$ cat config.mk
export PLATFORM = sky130hd
export DESIGN_NAME = wb_sel
export DESIGN_NICKNAME = d
export VERILOG_FILES = /design/src/rtl/wb_pkg.sv /design/src/rtl/wb_mux.sv /design/src/rtl/wb_sel.sv
export SDC_FILE = /design/constraint.sdc
export NUM_CORES = 1
export LEC_CHECK = 0
export CAP_MARGIN = 25
export CORE_ASPECT_RATIO = 1.2
export CORE_UTILIZATION = 42
export CTS_BUF_LIST = sky130_fd_sc_hd__clkbuf_8
export CTS_CLUSTER_DIAMETER = 200
export DETAILED_ROUTE_END_ITERATION = 6
export PLACE_DENSITY_LB_ADDON = 0.2
export SYNTH_ARGS = -nofsm -noshare
export SYNTH_HDL_FRONTEND = slang
export SYNTH_HIERARCHICAL = 1
export SYNTH_SLANG_ARGS = --single-unit
$ cat constraint.sdc
create_clock -name clk -period 2.1 [get_ports clk]
set_clock_uncertainty 0.1 [all_clocks]
set_input_delay 0.63 -clock clk [delete_from_list [all_inputs] [get_ports clk]]
set_output_delay 0.63 -clock clk [all_outputs]
set_load 0.1 [all_outputs]
$ cat src/rtl/wb_pkg.sv
// Shared definitions for the writeback select block: source encodings,
// FSM state encodings, data widths and the default memory-wait timeout.
package wb_pkg;

  localparam int unsigned XLEN       = 32;
  localparam int unsigned RA_W       = 5;
  localparam int unsigned PC_W       = 5;
  localparam int unsigned WB_TMO_DEF = 15;

  typedef enum logic [1:0] {
    WSEL_ALU  = 2'b00,
    WSEL_MEM  = 2'b01,
    WSEL_PC   = 2'b10,
    WSEL_NONE = 2'b11
  } wsel_e;

  typedef enum logic [1:0] {
    ST_IDLE     = 2'b00,
    ST_MEM_WAIT = 2'b01,
    ST_WRITE    = 2'b10
  } state_e;

endpackage

$ cat src/rtl/wb_mux.sv
// Combinational writeback source mux: ALU result, load data or zero-extended
// PC link value; the no-write encoding yields zero.
module wb_mux
  import wb_pkg::*;
(
  input  logic [1:0]      wsel,
  input  logic [XLEN-1:0] alu_res,
  input  logic [PC_W-1:0] pc_link,
  input  logic [XLEN-1:0] mem_rdata,
  output logic [XLEN-1:0] data_c
);

  always_comb begin
    data_c = '0;
    case (wsel)
      WSEL_ALU: data_c = alu_res;
      WSEL_MEM: data_c = mem_rdata;
      WSEL_PC:  data_c = XLEN'(pc_link);
      default:  data_c = '0;
    endcase
  end

endmodule

$ cat src/rtl/wb_sel.sv
// Writeback select: accepts one request at a time, waits for load data with a
// timeout, and issues a single-cycle register-file write.
// Optional EX-stage bypass outputs are enabled with macro WB_SEL_FWD_EN.
module wb_sel
  import wb_pkg::*;
#(
  parameter int unsigned WB_TMO = WB_TMO_DEF
) (
  input  logic            clk,
  input  logic            rst,
  input  logic            in_valid,
  output logic            in_ready,
  input  logic [1:0]      wsel,
  input  logic [XLEN-1:0] alu_res,
  input  logic [PC_W-1:0] pc_link,
  input  logic [RA_W-1:0] rd_addr,
  input  logic            mem_rvalid,
  input  logic [XLEN-1:0] mem_rdata,
  output logic            we,
  output logic [RA_W-1:0] wa,
  output logic [XLEN-1:0] wd,
  output logic            err
`ifdef WB_SEL_FWD_EN
  ,
  output logic            fwd_valid,
  output logic [RA_W-1:0] fwd_addr,
  output logic [XLEN-1:0] fwd_data
`endif
);

  localparam int unsigned CNT_W = (WB_TMO > 1) ? $clog2(WB_TMO) : 1;
  localparam logic [CNT_W-1:0] CNT_LAST = CNT_W'(WB_TMO - 1);

  state_e          state;
  logic [CNT_W-1:0] cnt;
  logic [RA_W-1:0] rd_q;
  logic [1:0]      mux_sel_c;
  logic [XLEN-1:0] mux_data_c;

  // While waiting on memory the mux must pick load data regardless of the bus.
  assign mux_sel_c = (state == ST_MEM_WAIT) ? WSEL_MEM : wsel;

  wb_mux u_mux (
    .wsel      (mux_sel_c),
    .alu_res   (alu_res),
    .pc_link   (pc_link),
    .mem_rdata (mem_rdata),
    .data_c    (mux_data_c)
  );

  always_ff @(posedge clk or posedge rst) begin
    if (rst) begin
      state    <= ST_IDLE;
      in_ready <= 1'b1;
      we       <= 1'b0;
      wa       <= '0;
      wd       <= '0;
      err      <= 1'b0;
      cnt      <= '0;
      rd_q     <= '0;
    end else begin
      we <= 1'b0;
      case (state)
        ST_IDLE: begin
          if (in_valid && in_ready) begin
            case (wsel)
              WSEL_ALU, WSEL_PC: begin
                wa       <= rd_addr;
                wd       <= mux_data_c;
                we       <= (rd_addr != '0);
                state    <= ST_WRITE;
                in_ready <= 1'b0;
              end
              WSEL_MEM: begin
                rd_q     <= rd_addr;
                cnt      <= '0;
                state    <= ST_MEM_WAIT;
                in_ready <= 1'b0;
              end
              default: ;
            endcase
          end
        end
        // Load data arriving in the final allowed cycle still wins over timeout.
        ST_MEM_WAIT: begin
          if (mem_rvalid) begin
            wa    <= rd_q;
            wd    <= mux_data_c;
            we    <= (rd_q != '0);
            cnt   <= '0;
            state <= ST_WRITE;
          end else if (cnt == CNT_LAST) begin
            err      <= 1'b1;
            cnt      <= '0;
            state    <= ST_IDLE;
            in_ready <= 1'b1;
          end else begin
            cnt <= cnt + CNT_W'(1);
          end
        end
        ST_WRITE: begin
          state    <= ST_IDLE;
          in_ready <= 1'b1;
        end
        default: begin
          state    <= ST_IDLE;
          in_ready <= 1'b1;
        end
      endcase
    end
  end

`ifdef WB_SEL_FWD_EN
  // Bypass mirrors the registered write port.
  assign fwd_valid = we;
  assign fwd_addr  = wa;
  assign fwd_data  = wd;
`endif

endmodule

==> results of run 1 <==
[stage by stage]
step                      setup WS [ns]  hold WS (ns)
after floorplan               0.0008713        0.3990
after global placement          -0.3005        0.4093
after detailed placement        -0.3634        0.4082
after CTS                       0.01147        0.4348
after global routing          0.0009088        0.4467
final                          0.007959        0.4296
[sequential cells by signal, indices dropped and copies added, names as in the netlist]
| register | count |
|---|---|
| cnt | 4 |
| err | 1 |
| in_ready | 1 |
| rd_q | 5 |
| state | 2 |
| wa | 5 |
| wd | 32 |
| we | 1 |
[power groups by stage]
| stage | Combinational (mW) | Clock [mW] | Sequential (mW) |
|---|---|---|---|
| after floorplan | 0.120 | 0 | 1.00 |
| after global placement | 0.294 | 0 | 1.00 |
| after detailed placement | 0.301 | 0 | 1.00 |
| after CTS | 0.303 | 0.632 | 0.983 |
| after global routing | 0.338 | 0.678 | 0.984 |
| final | 0.310 | 0.617 | 0.983 |
[area by class of cell]
cell class	count	area, sq um	area share
Timing Repair Buffer	138	1857	0.3963
Multi-Input combinational cell	150	1323	0.2822
Sequential cell	51	1277	0.2726
Tap cell	82	102.6	0.02190
Clock buffer	7	96.34	0.02056
Inverter	7	26.28	0.005607
Clock inverter	1	3.754	0.0008011
[routing by layer]
layer / global-route usage / share of wire / up-vias / routed length, microns
met3: 0.05134 / 0.067 / 14 / 488
met4: 0.08179 / 0.028 / 0 / 206
li1: - / - / 1045 / -
met1: 0.2621 / 0.41 / 1070 / 2971
met5: 0 / 0 / - / 0
met2: 0.3497 / 0.50 / 84 / 3656
[kinds of logic (layout without fill, tap and decap cells)]
kind of cell,Yosys count,after routing,synth area share
DFF,51,51,0.4664
muxes,79,79,0.3170
buffers and inverters,21,153,0.06670
AOI/OAI and AO/OA,19,19,0.05346
adders and majority gates,2,2,0.009135
and+or+nand+nor,50,50,0.08726
[final timing paths]
kind / startpoint / endpoint / depth (start not counted)
setup / recovery: wsel[0] / wd[11] / 6
max in group asynchronous: rst / in_ready / 3
hold / removal: err / err / 1
hold reg to reg: err / err / 1
setup reg to reg: state[0] / wd[1] / 6
min in group asynchronous: rst / wd[28] / 3
[what timing repair did]
| item | 4_1_cts | 5_1_grt |
|---|---|---|
| pin swaps | 0 | 2 |
| setup endpoints to repair | 29 | 37 |
| buffers inserted | 0 | 1 |
| resized for setup | 1 | 5 |
| cloned | 0 | 4 |
[cells in the final DEF (no fill, tap or decap), drive strengths merged, types with 3 or more instances in the layout]
cell type	synthesis	routed
clkdlybuf4s50	0	79
buf	14	56
dfrtp	50	50
mux2	47	47
mux2i	32	32
nor2	30	30
clkbuf	0	10
inv	7	8
o2bb2ai	5	5
a21oi	5	5
nand2	3	3
nand3	3	3
nand2b	3	3
==> flow_summary_export.csv, run 1 <==
group,metric,value,unit
timing,setup_tns,0,ns
run,cap_violations,0,
route,vias_per_cell,5.076,
setup_path,cp_cell_sequence,"clkdlybuf4s50_1 > nand4bb_4 > a21oi_4 > buf_12 > buf_6 > mux2_2",
floorplanning,std_cell_rows,31,
grt,grt_pass1_vias,2301,
setup_path,crit_slowest_cell,"clkdlybuf4s50_1",
pwr,p_leak,2.183,nW
floorplanning,initial_utilization,0.4441,
timing,rsz0062_at_grt,"false",
logic_synthesis,synth_cells,222,
clock_tree,worstSkewPairLatency,0.30,ns
floorplanning,die_h,90.46,microns
clock_tree,hold_buffers,0,
logic_synthesis,synth_edf_count,0,
floorplanning,die_x,75.72,microns
logic_synthesis,synthTopCellsByArea,"dfrtp_1 (46%), mux2_2 (14%), mux2i_1 (12%), nor2_1 (4.1%), mux2_1 (3.7%)",
floorplanning,die_area,6849,sq um
grt,grt_max_degree,52,
setup_path,startpoint_type,"input port",
grt,grt_pass1_wl,11.04,mm
setup_path,arrival,2.18,ns
pwr,total_power,1.910,mW
setup_path,crit_type,"in -> reg",
setup_path,cp.required,2.19,ns
pwr,pwr-share-comb,0.162,
setup_path,rrSetupSlack,0.27,ns
cells_and_area,fin_nets,435,
placed_design,io_buffers,119,
logic_synthesis,ys_types,38,
logic_synthesis,synth.yosys.seq_area_share,0.4664,
floorplanning,ios,120,
cells_and_area,layout-drive-gt1-share,0.3249,
logic_synthesis,ys.flop_type,"dfrtp_1",
pwr,swShare,0.2264,
cells_and_area,stdcell_area,4686,sq um
route,postRouteAntennaNets,0,
placed_design,placed_area,4442,sq um
timing,fmax,478.0,MHz
placed_design,globalplace.congestion,0.7718,
route,drt_iter0_drc,83,
route,wl,7.323,mm
clock_tree,clock_path_buffers,2,
route,wl_per_cell,16.80,microns
setup_path,slowest_delay,0.48,ns
logic_synthesis,synthTopCellsByCount,"dfrtp_1 (50), mux2_2 (33), mux2i_1 (32)",
logic_synthesis,yosysWarningCount,6,
timing,finalSetupViolCount,0,
cells_and_area,nFillCells,375,
setup_path,path_max_fanout,7,
clock_tree,htree_levels,2,
clock_tree,cts-root-buf,"clkbuf_8",
route,dr.pass1.iters,4,
grt,grt_antenna_before_repair,0,
logic_synthesis,synth_area_per_cell,12.34,sq um
grt,overflow,0,
cells_and_area,antenna_cells,0,
cells_and_area,final_util,0.7598,
logic_synthesis,yosysTopAreaCell,"dfrtp_1",
logic_synthesis,ys_ff_latch,51,
placed_design,dp.cells,423,
timing,finalMaxSlewViolations,0,
cells_and_area,area_growth,71.08,%
timing,hold_violations,0,
hold_path,hold_path_class,"reg -> reg",
logic_synthesis,synth_top_area_frac,0.4568,
grt,track_usage,0.2123,
logic_synthesis,netlist_area,2739,sq um
cells_and_area,final_cells,436,
clock_tree,cts_made_buffers,5,
setup_path,crit_path_end_kind,"flip-flop",
pwr,clkPwrFrac,0.323,
logic_synthesis,synth-async-reset-ratio,1.000,
timing,period_minus_slack,2.092,ns
pwr,p_int,1.478,mW
clock_tree,clock-sinks,51,
route,vias,2213,
clock_tree,cts_tree,"built",
timing,worstMarginPinSlew,0.2863,ns
pwr,cellPowerDensity,407.7,nW/um^2
pwr,peakVddDrop,0.3948,mV
setup_path,critPathBufInv,3,
pwr,seq_power_share,0.515,
floorplanning,core-area,6167,sq um
timing,slew_headroom,0.8087,
setup_path,crit_family,"buffers and inverters",
outcome,status,"finished clean",
logic_synthesis,yosysMostFrequentCell,"dfrtp_1",
logic_synthesis,synth_nets,304,
route,drc_errors,0,
pwr,switchingPower,0.4325,mW
clock_tree,path_clk_slew,0.09,ns
timing,period_share,0.9962,
placed_design,dp_hpwl,5.223,mm
Note: power is estimated with default switching activity, not from simulation.
==> inputs of run 2 (changes only) <==
CORE_MARGIN = 2   (was not set)
==> flow_summary_export.csv, run 2 (synthesis gave the netlist of run 1 again) <==
group,metric,value,unit
route,drt_iter0_drc,71,
cells_and_area,final_common_cell,"clkdlybuf4s50_1",
floorplanning,core-area,6366,sq um
grt,overflow,0,
grt,grtUsageMet1,0.2250,
hold_path,hold_start,"err",
pwr,cellPowerDensity,407.9,nW/um^2
pwr,peakVddDrop,0.3060,mV
route,vias,2151,
clock_tree,cts_tree,"built",
grt,track_usage,0.1849,
setup_path,timing.rr.start,"state[0]",
clock_tree,htree_levels,2,
clock_tree,path_clk_slew,0.08,ns
hold_path,holdPathEnd,"err",
floorplanning,ios,120,
route,wl_per_cell,14.85,microns
clock_tree,clock_path_buffers,2,
cells_and_area,fin_nets,433,
timing,slew_headroom,0.7545,
cells_and_area,final_util,0.7197,
grt,grt_antenna_before_repair,0,
setup_path,regToRegEndpoint,"wd[0]",
pwr,p_leak,2.145,nW
floorplanning,die_area,7186,sq um
grt,use_met3,0.05263,
route,wl,6.489,mm
clock_tree,worstSkewPairLatency,0.29,ns
grt,grt_pass1_vias,2147,
setup_path,rrSetupSlack,0.32,ns
cells_and_area,reg_top3,"wd: 32 flops, rd_q: 5 flops, wa: 5 flops",
clock_tree,post_cts_resized,0,
cells_and_area,final_cells,437,
cells_and_area,area_growth,67.29,%
route,drc_errors,0,
timing,finalSetupViolCount,0,
floorplanning,std_cell_rows,32,
floorplanning,die_x,77.72,microns
grt,grt_pass1_wl,10.54,mm
setup_path,crit_path_end_kind,"flip-flop",
grt,use_met2,0.3197,
setup_path,startpoint_type,"input port",
run,cap_violations,0,
hold_path,holdPathStages,1,
timing,finalMaxSlewViolations,0,
clock_tree,cts_made_buffers,5,
timing,worstMarginPinSlew,0.3683,ns
grt,grt.busiest_layer,"met2",
grt,grt_max_degree,30,
floorplanning,initial_utilization,0.4302,
clock_tree,cts_setup_buffers,0,
timing,setup_tns,0,ns
timing,rsz0062_at_grt,"true",
placed_design,dp.cells,429,
placed_design,dp_hpwl,5.218,mm
clock_tree,cts-root-buf,"clkbuf_8",
cells_and_area,top_register,"wd",
cells_and_area,nFillCells,450,
floorplanning,die_h,92.46,microns
clock_tree,clock-sinks,51,
route,dr.pass1.iters,3,
setup_path,reg2regPathDepth,6,
hold_path,hold_path_class,"reg -> reg",
setup_path,crit_type,"in -> reg",
placed_design,globalplace.congestion,0.7871,
cells_and_area,final_cell_mix,"clkdlybuf4s50_1 (79), dfrtp_1 (50), buf_12 (43)",
timing,period_minus_slack,2.035,ns
cells_and_area,antenna_cells,0,
setup_path,cp.required,2.18,ns
outcome,status,"finished clean",
placed_design,io_buffers,119,
setup_path,path_max_fanout,20,
timing,period_share,0.9688,
route,vias_per_cell,4.922,
cells_and_area,largest_reg_flops,32,
route,postRouteAntennaNets,0,
clock_tree,hold_buffers,0,
timing,fmax,491.5,MHz
cells_and_area,layout-drive-gt1-share,0.3153,
timing,hold_violations,0,
setup_path,arrival,2.12,ns
[run 2: cell count changes in the layout (fill, tap and decap cells not counted), sizes merged]
cell    before  now
clkbuf      10    7
buf         56   57
[run 2: metal layers]
layer,up-vias,share of wire
li1,1037,-
met1,1031,0.40
met2,75,0.51
met3,8,0.076
met4,0,0.013
met5,-,0
[run 2: worst max path at each step]
stage / cells after the start / to / start / slack, ns
detailed placement: 5 / wd[14] / wsel[0] / -0.31
global placement: 5 / wd[6] / wsel[0] / -0.27
floorplan: 5 / wa[0] / in_ready / 0.0009
CTS: 5 / wd[14] / wsel[0] / 0.002
finish: 6 / wd[23] / wsel[0] / 0.07
global route: 6 / wd[23] / wsel[0] / -0.01
[run 2: worst max-delay path, stage by stage]
cell and delay, ns:
clkdlybuf4s50_1 0.52, nand2b_4 0.18, buf_12 0.19, mux2i_1 0.23
nor2_1 0.06, mux2_1 0.29
[run 2: layout make-up]
type	count	area (sq um)	area share
Timing Repair Buffer	136	1757	0.3834
Sequential cell	51	1277	0.2788
Clock inverter	1	3.754	0.0008192
Multi-Input combinational cell	150	1315	0.2870
Inverter	7	26.28	0.005735
Clock buffer	7	96.34	0.02103
Tap cell	85	106.4	0.02321
[run 2: report_power, final]
group | internal [mW] | leakage, nW | total [mW] | switching [mW]
clock network | 0.296 | 0.0557 | 0.592 | 0.296
logic | 0.191 | 1.38 | 0.293 | 0.102
registers | 0.982 | 0.707 | 0.983 | 0.00112
[run 2: through the flow]
stage / hold slack, ns / setup WS [ns] / instance area [sq um] / power (mW)
floorplan: 0.3990 / 0.0008713 / 2739 / 1.123
global placement: 0.4080 / -0.2715 / 4456 / 1.294
detailed placement: 0.4095 / -0.3124 / 4456 / 1.298
CTS: 0.4368 / 0.002149 / 4556 / 1.896
global route: 0.4624 / -0.009682 / 4582 / 1.958
finish: 0.4292 / 0.06544 / 4582 / 1.869
==> inputs of run 3 (changes only) <==
clock period = 2.6 ns   (was 2.1 ns; I/O delays follow)
==> flow_summary_export.csv, run 3 (synthesis gave the netlist of run 1 again) <==
group,metric,value,unit
setup_path,crit_type,"in -> reg",
timing,period_share,0.8628,
setup_path,reg2regPathDepth,6,
floorplanning,ios,120,
cells_and_area,final_cell_mix,"clkdlybuf4s50_1 (79), dfrtp_1 (50), buf_4 (45)",
floorplanning,die_area,7186,sq um
setup_path,crit_slowest_cell,"clkdlybuf4s50_1",
grt,track_usage,0.1748,
timing,worstMarginPinSlew,0.4294,ns
cells_and_area,multi_input_area,1289,sq um
timing,setup_tns,0,ns
clock_tree,cts_setup_buffers,0,
cells_and_area,fin_nets,426,
setup_path,startpoint_type,"input port",
floorplanning,std_cell_rows,32,
setup_path,path_max_fanout,20,
floorplanning,core-area,6366,sq um
clock_tree,htree_levels,2,
pwr,p_leak,1.987,nW
clock_tree,path_clk_slew,0.08,ns
route,dr.pass1.iters,4,
hold_path,holdPathEnd,"err",
clock_tree,worstSkewPairLatency,0.29,ns
setup_path,arrival,2.32,ns
clock_tree,hold_buffers,0,
pwr,peakVddDrop,0.2346,mV
timing,finalMaxSlewViolations,0,
hold_path,hold_start,"err",
cells_and_area,final_util,0.6283,
clock_tree,cts_made_buffers,5,
hold_path,hold_path_class,"reg -> reg",
route,vias_per_cell,4.930,
setup_path,critPathBufInv,2,
route,drt_iter0_drc,91,
floorplanning,initial_utilization,0.4302,
grt,grt_pass1_wl,10.14,mm
cells_and_area,area_growth,46.05,%
timing,hold_violations,0,
cells_and_area,seqCellArea,1277,sq um
clock_tree,cts-root-buf,"clkbuf_8",
setup_path,rrSetupSlack,0.63,ns
timing,setup_ws,0.3566,ns
setup_path,crit_path_end_kind,"flip-flop",
grt,grt_pass1_vias,2107,
setup_path,crit_family,"buffers and inverters",
cells_and_area,layout-drive-gt1-share,0.2915,
clock_tree,clock_path_buffers,2,
floorplanning,die_h,92.46,microns
pwr,cellPowerDensity,358.6,nW/um^2
route,vias,2110,
route,wl,6.172,mm
floorplanning,die_x,77.72,microns
route,drc_errors,0,
timing,finalSetupViolCount,0,
clock_tree,cts_tree,"built",
timing,rsz0062_at_grt,"false",
placed_design,globalplace.congestion,0.7602,
cells_and_area,reg_top3,"wd: 32 flops, rd_q: 5 flops, wa: 5 flops",
run,cap_violations,0,
route,wl_per_cell,14.42,microns
cells_and_area,top_register,"wd",
setup_path,cp_cell_sequence,"clkdlybuf4s50_1 > nand2b_2 > buf_12 > mux2i_1 > nor2_1 > mux2_1",
outcome,status,"finished clean",
timing,period_minus_slack,2.243,ns
hold_path,holdPathStages,1,
cells_and_area,nFillCells,514,
placed_design,dp_hpwl,4.803,mm
setup_path,cp.required,2.68,ns
cells_and_area,largest_reg_flops,32,
timing,slew_headroom,0.7137,
setup_path,slowest_delay,0.51,ns
cells_and_area,antenna_cells,0,
grt,grt_antenna_before_repair,0,
clock_tree,post_cts_resized,0,
timing,fmax,445.8,MHz
placed_design,io_buffers,119,
setup_path,timing.rr.start,"state[0]",
setup_path,regToRegEndpoint,"wd[25]",
grt,overflow,0,
cells_and_area,final_common_cell,"clkdlybuf4s50_1",
route,postRouteAntennaNets,0,
placed_design,place_worst_setup_slack,0.004483,ns
grt,grt_max_degree,52,
clock_tree,clock-sinks,51,
run 3: worst max path at each step:
stage	start	endpoint	slack, ns	cells past startpoint
floorplan	rst	cnt[0]	0.49	1
global placement	wsel[0]	wd[25]	0.04	6
detailed placement	wsel[0]	wd[25]	0.004	6
CTS	wsel[0]	wd[25]	0.32	6
global route	wsel[0]	wd[25]	0.29	6
finish	wsel[0]	wd[25]	0.36	6
run 3: area by class of cell:
cell class | instances | area share
clock inverters | 1 | 0.0009384
inverters | 7 | 0.006569
well taps | 85 | 0.02659
repair buffers | 129 | 0.3072
multi-input cells | 150 | 0.3222
flip-flops and latches | 51 | 0.3194
clock buffers | 5 | 0.01720
run 3: power breakdown:
group          switching, mW  internal (mW)
clock                  0.233          0.176
sequential          0.000847          0.793
combinational         0.0800          0.152
run 3: routing by layer:
metal	track usage	up-vias	part of all wire	routed length, microns
li1	-	1026	-	-
met1	0.2220	1006	0.43	2635
met2	0.2960	71	0.49	3009
met3	0.03996	7	0.071	441
met4	0.05208	0	0.014	85
met5	0	-	0	0
run 3: through the flow:
| stage | instance area (sq um) | power (mW) | hold slack [ns] | cells |
|---|---|---|---|---|
| finish | 4000 | 1.435 | 0.3645 | 428 |
| global route | 4000 | 1.505 | 0.4098 | 428 |
| CTS | 4000 | 1.454 | 0.3700 | 428 |
| detailed placement | 3928 | 1.046 | 0.3485 | 422 |
| global placement | 3928 | 1.044 | 0.3447 | 422 |
| floorplan | 2739 | 0.9068 | 0.3990 | 222 |
